[src/rtl/ula_multiciclo.sv]
// rtl/ula_multiciclo.sv - multi-cycle MIPS EX-stage ALU (iterative MUL/DIV)
// Optional macro ULA_OVERFLOW_EN adds the registered overflow output.
module ula_multiciclo #(
  parameter int WIDTH = 32,
  parameter int SHW   = $clog2(WIDTH)
) (
  input  logic             clock,
  input  logic             reset,
  input  logic             enable,
  input  logic             start,
  input  logic [3:0]       controle_ULA,
  input  logic [WIDTH-1:0] A,
  input  logic [WIDTH-1:0] B,
  output logic             busy,
  output logic             done,
  output logic [WIDTH-1:0] saida,
  output logic [WIDTH-1:0] resto,
`ifdef ULA_OVERFLOW_EN
  output logic             ZERO,
  output logic             overflow
`else
  output logic             ZERO
`endif
);

`ifdef ULA_OVERFLOW_EN
  localparam int AW = 2 * WIDTH;
`else
  localparam int AW = WIDTH;
`endif

  typedef enum logic [1:0] {S_IDLE, S_MUL, S_DIV, S_DONE} state_t;

  state_t           r_state, w_next;
  logic [AW-1:0]    r_x;
  logic [WIDTH-1:0] r_b;
  logic [AW-1:0]    r_acc;
  logic [WIDTH:0]   r_rem;
  logic [SHW-1:0]   r_cnt;

  logic             w_accept, w_last, w_ge;
  logic [WIDTH-1:0] w_alu, w_q_next;
  logic [AW-1:0]    w_acc_next;
  logic [WIDTH:0]   w_rem_sh, w_rem_next;

  assign w_accept = (r_state == S_IDLE) && start && enable;
  assign w_last   = (r_cnt == SHW'(WIDTH - 1));

  always_comb begin
    w_alu = '0;
    case (controle_ULA)
      4'b0000: w_alu = A & B;
      4'b0001: w_alu = A | B;
      4'b0010: w_alu = A + B;
      4'b0011: w_alu = A - B;
      4'b0110: w_alu = A >> B[SHW-1:0];
      4'b0111: w_alu = A << B[SHW-1:0];
      4'b1000: w_alu = ~(A | B);
      4'b1001: w_alu = (A == B) ? '0 : WIDTH'(1);
      4'b1010: w_alu = (A <  B) ? '0 : WIDTH'(1);
      4'b1011: w_alu = (A >  B) ? '0 : WIDTH'(1);
      4'b1100: w_alu = (A != B) ? '0 : WIDTH'(1);
      4'b1101: w_alu = (A <  B) ? WIDTH'(1) : '0;
      4'b1110: w_alu = (A >  B) ? WIDTH'(1) : '0;
      default: w_alu = '0;
    endcase
  end

`ifdef ULA_OVERFLOW_EN
  logic [WIDTH:0] w_sum;
  logic           w_alu_ovf;
  always_comb begin
    w_sum     = {1'b0, A} + {1'b0, B};
    w_alu_ovf = 1'b0;
    if (controle_ULA == 4'b0010)      w_alu_ovf = w_sum[WIDTH];
    else if (controle_ULA == 4'b0011) w_alu_ovf = (A < B);
  end
`endif

  // Shift-add: multiplicand moves left, multiplier right, one bit per cycle.
  assign w_acc_next = r_b[0] ? (r_acc + r_x) : r_acc;

  // Restoring division; a zero divisor naturally yields all-ones and resto=A.
  assign w_rem_sh   = {r_rem[WIDTH-1:0], r_x[WIDTH-1]};
  assign w_ge       = (w_rem_sh >= {1'b0, r_b});
  assign w_rem_next = w_ge ? (w_rem_sh - {1'b0, r_b}) : w_rem_sh;
  assign w_q_next   = {r_x[WIDTH-2:0], w_ge};

  always_ff @(posedge clock) begin
    if (!reset) r_state <= S_IDLE;
    else        r_state <= w_next;
  end

  always_comb begin
    w_next = r_state;
    busy   = (r_state != S_IDLE);
    done   = (r_state == S_DONE);
    case (r_state)
      S_IDLE: begin
        if (w_accept) begin
          if (controle_ULA == 4'b0100)      w_next = S_MUL;
          else if (controle_ULA == 4'b0101) w_next = S_DIV;
          else                              w_next = S_DONE;
        end
      end
      S_MUL, S_DIV: begin
        if (!enable)     w_next = S_IDLE;
        else if (w_last) w_next = S_DONE;
      end
      default: w_next = S_IDLE;
    endcase
  end

  always_ff @(posedge clock) begin
    if (!reset) begin
      saida <= '0;
      resto <= '0;
      ZERO  <= 1'b0;
      r_x   <= '0;
      r_b   <= '0;
      r_acc <= '0;
      r_rem <= '0;
      r_cnt <= '0;
`ifdef ULA_OVERFLOW_EN
      overflow <= 1'b0;
`endif
    end else if (r_state != S_IDLE && !enable) begin
      saida <= '0;
      resto <= '0;
      ZERO  <= 1'b0;
`ifdef ULA_OVERFLOW_EN
      overflow <= 1'b0;
`endif
    end else begin
      case (r_state)
        S_IDLE: begin
          if (w_accept) begin
            r_x   <= AW'(A);
            r_b   <= B;
            r_acc <= '0;
            r_rem <= '0;
            r_cnt <= '0;
            if (controle_ULA != 4'b0100 && controle_ULA != 4'b0101) begin
              saida <= w_alu;
              resto <= '0;
              ZERO  <= (w_alu == '0);
`ifdef ULA_OVERFLOW_EN
              overflow <= w_alu_ovf;
`endif
            end
          end
        end
        S_MUL: begin
          r_acc <= w_acc_next;
          r_x   <= {r_x[AW-2:0], 1'b0};
          r_b   <= {1'b0, r_b[WIDTH-1:1]};
          r_cnt <= r_cnt + 1'b1;
          if (w_last) begin
            saida <= w_acc_next[WIDTH-1:0];
            resto <= '0;
            ZERO  <= (w_acc_next[WIDTH-1:0] == '0);
`ifdef ULA_OVERFLOW_EN
            overflow <= |w_acc_next[AW-1:WIDTH];
`endif
          end
        end
        S_DIV: begin
          r_rem <= w_rem_next;
          r_x   <= AW'(w_q_next);
          r_cnt <= r_cnt + 1'b1;
          if (w_last) begin
            saida <= w_q_next;
            resto <= w_rem_next[WIDTH-1:0];
            ZERO  <= (w_q_next == '0);
`ifdef ULA_OVERFLOW_EN
            overflow <= (r_b == '0);
`endif
          end
        end
        default: ;
      endcase
    end
  end

endmodule

[config.mk]
export PLATFORM = sky130hd
export DESIGN_NAME = ula_multiciclo
export DESIGN_NICKNAME = d
export VERILOG_FILES = /design/src/rtl/ula_multiciclo.sv
export SDC_FILE = /design/constraint.sdc
export NUM_CORES = 1
export LEC_CHECK = 0
export CORE_UTILIZATION = 50
export CTS_BUF_LIST = sky130_fd_sc_hd__clkbuf_4 sky130_fd_sc_hd__clkbuf_8
export DETAILED_ROUTE_END_ITERATION = 7
export PLACE_DENSITY_LB_ADDON = 0.2
export SYNTH_ARGS = -nofsm -noshare
export SYNTH_HDL_FRONTEND = slang
export SYNTH_SLANG_ARGS = --single-unit
[constraint.sdc]
create_clock -name clock -period 5.15 [get_ports clock]
set_input_delay 0.515 -clock clock [delete_from_list [all_inputs] [get_ports clock]]
set_output_delay 0.515 -clock clock [all_outputs]
set_load 0.005 [all_outputs]
* Word level (Yosys, flattened, before mapping)
Index checks and enable logic that the tools add are counted.
** Operators by class
- Add/sub/neg operators :: 5
- $mul :: 0
- Div/mod/pow operators :: 0
- Order comparisons :: 3
- Eq/ne operators :: 27
- Shift operators :: 2
- Multiplexer cells :: 40
- Bitwise operators :: 5
- Reduce and logical (&&, ||, !) cells :: 23
** Operators by type and width (number)
- two-way mux 32 bit :: 14
- one-hot mux 32 bit (13 select lines) :: 1
- one-hot mux 32 bit (3 select lines) :: 3
- one-hot mux 32 bit (2 select lines) :: 3
- zero test 32 bit :: 3
- adder 32 bit :: 2
- subtractor 32 bit :: 2
- >= comparator 33 x 32 -> 1 bit :: 1
- AND 32 bit :: 1
- equality test 32 bit :: 1
- > comparator 32 bit :: 1
- < comparator 32 bit :: 1
- inequality test 32 bit :: 1
- NOT 32 bit :: 1
- OR 32 bit :: 1
- << shifter 32 x 5 -> 32 bit :: 1
- right shift 32 x 5 -> 32 bit :: 1
- equality test 4 bit (second input constant) :: 7
- equality test 4 x 3 -> 1 bit (second input constant) :: 4
- AND reduction 3 bit :: 4
- two-way mux 1 bit :: 11
- one-hot mux 5 bit (2 select lines) :: 1
- equality test 4 x 2 -> 1 bit (second input constant) :: 2
- two-way mux 2 bit :: 4
- 22 further kinds :: 34
** Storage, ports and cells
- Register bits :: 200
- Latch bits :: 0
- Bits in writable memories :: 0
- Bits in read-only memories :: 0
- Bits of input ports :: 72
- Output and inout bits :: 67
- Word-level logic and storage cells :: 114
- Memories kept :: 0

* Logic depth before layout (Yosys ltp)
Gate-level depths: netlist of the first run.
- Depth in word-level cells :: 7
- Mapped depth :: 20
- Mapped depth without buffers :: 16

* Least setup slack after synthesis of the first run
No wires, ideal clock.
- Path kind :: input-to-reg
- Start :: input port B[2]
- End :: register ZERO
- Arrival time :: 5.226 ns
- Required time :: 5.090 ns
- Slack :: -0.137 ns
- Cell stages on the path :: 19
- Path through :: buf_2 clkinv_1 buf_1 clkbuf_1 buf_1 ha_1 buf_2 a21oi_1 o2111ai_1 a211o_1 nor2b_1 o41ai_1 mux2i_1 or4b_2 a21oi_1 nand4_1 or4b_1 nor4b_2 a311o_1
** On the way
- Cells in the longest elaborated chain, start to end :: 7
** Ends and longest elaborated chain
- start: declaration :: line 13 : input logic [WIDTH-1:0] B,
- > comparator 32 bit (tied with other cells) :: line 61, 64
- two-way mux 1 bit (tied with other cells) :: line 64 : 4'b1110: w_alu = (A > B) ? WIDTH'(1) : '0;
- one-hot mux 32 bit (13 select lines) (*) :: line 51 : case (controle_ULA)
- zero test 32 bit (*) :: line 146 : ZERO <= (w_alu == '0);
- two-way mux 1 bit (*) :: line 143 : if (controle_ULA != 4'b0100 && controle_ULA != 4'b0101) begin
- two-way mux 1 bit (*) :: line 137 : if (w_accept) begin
- one-hot mux 1 bit (3 select lines) (*) :: line 135 : case (r_state)
- end signal: assignment :: line 146
- end signal: assignment :: line 161 : ZERO <= (w_acc_next[WIDTH-1:0] == '0);
- end signal: assignment :: line 174 : ZERO <= (w_q_next == '0);
- end: declaration :: line 22 : output logic ZERO
Every way passes the cells marked *; elsewhere a longest branch is shown, timed or not. The select of a mux whose other input is x is not followed.
A chain may end at the register's enable or synchronous reset.

* Worst setup path in the final report of the first run
- Start :: input port A[1]
- End :: register ZERO
** On the way
- Cells in the longest elaborated chain, start to end :: 7
** Ends and longest elaborated chain
- start: declaration :: line 12 : input logic [WIDTH-1:0] A,
- > comparator 32 bit (tied with other cells) :: line 61, 64
- two-way mux 1 bit (tied with other cells) :: line 64
- one-hot mux 32 bit (13 select lines) (*) :: line 51
- zero test 32 bit (*) :: line 146
- two-way mux 1 bit (*) :: line 143
- two-way mux 1 bit (*) :: line 137
- one-hot mux 1 bit (3 select lines) (*) :: line 135
Marks and branches as above.

==> flow_summary.yaml, run 1 <==
flow_run:
  cap_violations: 0
sta:
  finalClockSkew_ns: 0.02422
  hold_violations: 0
  timing.fmax_ghz: 0.1974
  tightestPinTransition_ns: 1.196
  setup_tns_ns: 0
  period_needed_ns: 5.066
  slew_viol_final: 0
  rsz0062_at_grt: "false"
  fin_ws_ns: 0.08450
  setup_violations: 0
  slew_headroom_pct: 19.42
  min_period_over_period_pct: 98.36
layout:
  area_growth_pct: 19.20
  postLayoutCellArea_um2: 26160
  finalNetCount: 3372
  seqCellArea_um2: 4005
  fin_util_pct: 60.60
  multi_input_area_um2: 16470
  drive_above_1_share_pct: 16.00
  fillers: 3989
pwr:
  p_leak_uw: 0.01140
  fin_total_pwr_uw: 8165
  ir_drop_uv: 307.5
  p_per_area_nw_per_um2: 312.1
critical_path:
  arrival_ns: 5.60
  worst-endpoint-required_ns: 5.69
  worst-setup-path-type: "in -> reg"
  crit_path_max_fanout: 7
  reg2regPathDepth: 13
  worstSetupEndpointType: "register"
  worst_setup_path_start_kind: "input port"
worst_hold_path:
  whs_path_depth: 2
  hold_path.class: "reg -> reg"
route:
  via_count: 25510
  drc_errors: 18
  viasPerCell: 6.859
  totalWireLength_um: 101500
  ant_nets: 0
  dr.pass1.iters: 8
  initialDrtViolationCount: 3323
  wl_per_cell_um: 27.30
synth:
  synth_xor_area_share_pct: 2.594
  synth_ff_type: "dfxtp_1"
  synth_compound_area_share_pct: 30.63
  yosys.area_share.simple_pct: 19.64
  synth_top_family_by_area: "compound AO/OA/AOI/OAI gates"
  synth-edff-count: 0
  yosys_warnings: 0
  post_synth_num_cell_types: 88
  post-synth-top-area-cell: "dfxtp_1"
  synthArstFlopShare_pct: 0
  seq_area_frac_synth_pct: 18.24
  syn_nets: 3123
  synthAdderAreaFrac_pct: 10.46
  avgSynthCellArea_um2: 7.647
  synthMuxAreaShare_pct: 11.60
  netlist_area_um2: 21950
  syn_inst: 2870
  ys_top_cells_by_area: "dfxtp_1 18%, ha_1 10%, mux4_2 6.2%"
  yosysTopAreaCellShare_pct: 18.24
  ys_seq_elements: 200
floorplan:
  die_area_um2: 44730
  core_area_um2: 43170
  dieWidth_um: 211.5
  io_pins: 139
  initial_utilization_pct: 50.83
  rows: 76
  die_h_um: 211.5
clock_tree:
  cts.sinks: 200
  numCtsBuffers: 17
  cts_max_level: 4
  tritoncts: "yes"
  ctsResizeCount: 0
  cts_hold_buf: 0
  path_clk_slew_ns: 0.12
  clock_tree.root_cell: "clkbuf_8"
  cts_setup_buffers: 0
  clock_latency_ns: 0.58
  cts_buffer_depth: 2
grt:
  grt_pass1_wl_um: 150400
  grt.total_usage_pct: 45.07
  grt_max_degree: 84
  antenna_found_initial: 4
  overflow: 0
  grt_pass1_vias: 23650
place:
  hpwl_um: 79550
  place.gp.congestion: 1.134
  place_area_um2: 25770
  port_buffers: 138
  pre_cts_ws_ns: -0.2198
run_status:
  status: "complete, but fails checks"
  violations: "DRC"
-- per-layer routing --
| layer | vias up | GRT usage, % | part of all wire [%] |
|---|---|---|---|
| met5 | - | 0 | 0.022 |
| met2 | 1687 | 66.71 | 42 |
| met4 | 2 | 24.94 | 6.0 |
| met1 | 12280 | 58.42 | 39 |
| li1 | 11210 | - | - |
| met3 | 330 | 13.31 | 12 |
-- worst max-delay path: stages --
cell             delay, ns
clkdlybuf4s50_1       0.45
buf_4                 0.18
inv_1                 0.06
ha_1                  0.34
o21bai_1              0.28
a21oi_1               0.15
a221o_1               0.42
a211o_1               0.35
nor3_1                0.68
and4b_1               0.39
nand4_1               0.13
buf_4                 0.16
nor4_2                0.23
nand4_1               0.20
or4b_1                0.68
nor4b_2               0.26
a311o_1               0.13
-- cell type report --
cell class	instances	share of cell area (%)
Sequential cell	200	15.31
Antenna cell	3	0.02870
Multi-Input combinational cell	2289	62.97
Timing Repair Buffer	463	15.32
Clock inverter	13	0.5213
Tap cell	585	2.798
Clock buffer	18	0.9231
Inverter	148	2.124
-- path summary, 6_finish.rpt --
path,start,slack [ns],to
worst max-delay path,A[1],0.08,ZERO
worst min-delay path,saida[24],0.47,saida[24]
worst max register to register,r_x[12],0.56,ZERO
worst min register to register,saida[24],0.47,saida[24]
-- placed cells by master, fill, tap and decap left out, types with 12 or more instances in the layout --
master and instances:
a221oi_1 16, or3_1 23, o22ai_1 21, o21a_1 16, o31ai_1 21, a21boi_0 14
dfxtp_1 199, a221o_1 14, clkdlybuf4s50_1 132, nand3_1 98, a22oi_1 56, a211oi_1 40
nand2_1 287, o21ai_0 191, o211a_1 77, ha_1 176, o211ai_1 64, a21oi_1 212
o21bai_1 19, nand2b_1 33, nand4_1 30, xnor2_1 43, a311oi_1 12, inv_1 145
clkbuf_8 17, mux2i_1 69, a31oi_1 30, buf_12 17, and2_1 37, nor2_1 182
nor2b_1 46, nor3_1 51, mux2_2 38, a21o_1 41, mux4_2 60, and3_1 22
nor4_1 28, xor2_1 22, buf_4 310, o221ai_1 33
-- sequential cells by signal, indices dropped and copies added (netlist names) --
register / cells
r_cnt: 5
ZERO: 1
r_state: 2
resto: 32
saida: 32
r_x: 32
r_acc: 32
r_b: 32
r_rem: 32
-- kinds of logic after synthesis --
kind of cell / Yosys count
simple gates: 890
mux: 171
fa+ha+maj: 181
flops: 200
compound gates: 982
buf+inv: 381
xor+xnor: 65
-- power breakdown --
group / internal [uW] / total, uW / switching [uW]
Sequential: 1800 / 2050 / 247
Combinational: 1940 / 5090 / 3140
Clock: 359 / 1030 / 672
-- metrics by stage --
stage                     hold WS [ns]  instances
after global routing            0.5018       3716
final                           0.4717       3719
after floorplan                 0.4527       2870
after global placement          0.4445       3685
after detailed placement        0.4547       3685
after CTS                       0.4711       3716
-- synthesized netlist by cell type, types with 38 or more instances --
cell type / count
nand2_1: 287
ha_1: 177
dfxtp_1: 200
mux4_2: 60
xnor2_1: 43
nor2_1: 183
nor2b_1: 46
a21oi_1: 212
clkbuf_1: 183
o21ai_0: 193
o211ai_1: 64
inv_1: 145
a22oi_1: 56
mux2i_1: 69
mux2_2: 38
nand3_1: 98
a21o_1: 41
nor3_1: 53
o211a_1: 78
a211oi_1: 40
Note: power is estimated with default switching activity, not from simulation.
==> inputs of run 2 (changes only) <==
--- a/config.mk
+++ b/config.mk
@@ -8,7 +8,7 @@
 export CORE_UTILIZATION = 50
 export CTS_BUF_LIST = sky130_fd_sc_hd__clkbuf_4 sky130_fd_sc_hd__clkbuf_8
 export DETAILED_ROUTE_END_ITERATION = 7
-export PLACE_DENSITY_LB_ADDON = 0.2
+export PLACE_DENSITY = 0.72
 export SYNTH_ARGS = -nofsm -noshare
 export SYNTH_HDL_FRONTEND = slang
 export SYNTH_SLANG_ARGS = --single-unit
==> run 2 against run 1 <==
Against the previous run: the run now ends clean; sequential share of layout area rose by 0.27 points; critical path depth fell by 1; design area fell by 1.7%; non-clock buffer count fell by 57; maximum frequency rose by 2.8%; via count fell by 2.0%; power rose by 1.7%; die area did not move; worst setup slack improved by 0.14 ns; critical endpoint unchanged; highest routed layer unchanged.
==> flow_summary.yaml, run 2 (same netlist as run 1, synthesis figures left out) <==
place:
  hpwl_um: 76900
  port_buffers: 138
  placed_cells: 3628
  place_area_um2: 25240
  place.gp.congestion: 1.079
layout:
  finalNetCount: 3315
  layoutNonFillerInstCount: 3664
  mostFrequentLayoutCells: "287 x nand2_1, 261 x buf_4, 212 x a21oi_1"
  area_growth_pct: 17.14
  postLayoutCellArea_um2: 25710
  mostFrequentLayoutCell: "nand2_1"
  drive_above_1_share_pct: 14.44
clock_tree:
  clock_tree.root_cell: "clkbuf_8"
  ctsResizeCount: 0
  numCtsBuffers: 17
  cts_setup_buffers: 0
  path_clk_slew_ns: 0.12
  cts_buffer_depth: 2
  cts_max_level: 4
  clock_latency_ns: 0.60
  tritoncts: "yes"
  cts_hold_buf: 0
  cts.sinks: 200
sta:
  rsz0062_at_grt: "false"
  finalClockSkew_ns: 0.02653
  tightestPinTransition_ns: 1.065
  period_needed_ns: 4.928
  setup_tns_ns: 0
  whs_ns: 0.3980
  hold_violations: 0
  timing.fmax_ghz: 0.2029
  min_period_over_period_pct: 95.68
  setup_violations: 0
  slew_headroom_pct: 28.99
  slew_viol_final: 0
floorplan:
  die_area_um2: 44730
  die_h_um: 211.5
  core_area_um2: 43170
  io_pins: 139
  dieWidth_um: 211.5
  initial_utilization_pct: 50.83
  rows: 76
route:
  drc_errors: 0
  viasPerCell: 6.825
  wl_per_cell_um: 27.01
  totalWireLength_um: 98970
  dr.pass1.iters: 7
  ant_nets: 0
  via_count: 25010
  initialDrtViolationCount: 3245
grt:
  grt.total_usage_pct: 43.71
  overflow: 0
  grt_pass1_vias: 23340
  grt_max_degree: 99
  antenna_found_initial: 7
  grt_pass1_wl_um: 146700
pwr:
  fin_total_pwr_uw: 8303
  p_leak_uw: 0.01113
  p_per_area_nw_per_um2: 323.0
  ir_drop_uv: 389.7
run_status:
  status: "complete, no violations"
critical_path:
  path_cells: "clkdlybuf4s50_1, inv_1, ha_1, nor3_1, a2111oi_0, buf_4, nor2_1, xnor2_1, o22ai_1, nor3_1, nand4_1, nor4_2, nand4_1, or4b_1, nor4b_2, a311o_1"
  reg2regPathDepth: 15
  arrival_ns: 5.46
  slowest_delay_ns: 0.74
  worst_setup_path_start_kind: "input port"
  rrSetupSlack_ns: 0.60
  worst-setup-path-type: "in -> reg"
  critical-path-slowest-cell: "nor3_1"
  worstSetupEndpointType: "register"
  crit_path_max_fanout: 12
  worst-endpoint-required_ns: 5.68
worst_hold_path:
  whs_path_depth: 3
  hold_path.class: "in -> reg"
flow_run:
  cap_violations: 0
-- run 2: changes by cell type in the layout (fill, tap and decap cells not counted), moves of 2 or more --
cell / before / now
inv_6: 5 / 3
buf_4: 310 / 261
bufinv_16: 0 / 3
buf_12: 17 / 9
-- run 2: power breakdown --
| group | total (uW) | internal (uW) | switching, uW |
|---|---|---|---|
| combinational | 5060 | 1920 | 3140 |
| sequential | 2050 | 1800 | 243 |
| clock | 1200 | 512 | 690 |
| total | 8300 | 4230 | 4070 |
-- run 2: cell type report --
cell class	instances	area [um^2]
antenna	4	10.01
clock buffer	18	247.7
clock inverter	14	209.0
fill	4055	17460
inverter	148	555.5
multi-input combinational	2289	16470
sequential	200	4005
tap	585	732.0
timing repair buffer	406	3481
-- run 2: path summary, 6_finish.rpt --
| path | start | to |
|---|---|---|
| hold / removal | reset | r_rem[30] |
| setup / recovery | A[4] | ZERO |
| hold reg to reg | saida[24] | saida[24] |
| setup reg to reg | r_x[3] | ZERO |
-- run 2: per-layer routing --
layer / global-route usage, % / routed length, um
met5: 0 / 10
met4: 22.96 / 5303
met3: 12.22 / 11890
met2: 64.86 / 41800
met1: 57.39 / 39960
-- run 2: worst max-delay path, delay by kind of cell --
| family | cells | cell delay [ns] |
|---|---|---|
| AO/OA/AOI/OAI | 3 | 0.88 |
| XOR/XNOR | 1 | 0.13 |
| adder cells (fa/ha/maj) | 1 | 0.52 |
| buffers and inverters | 3 | 0.77 |
| AND/OR/NAND/NOR | 8 | 2.63 |
-- run 2: through the flow --
step	utilization [%]	setup slack (ns)
after floorplan	-	0.01774
after global placement	58.47	-0.03213
after detailed placement	58.47	-0.1469
after CTS	59.53	0.4621
after global routing	59.53	0.1776
final	59.55	0.2223
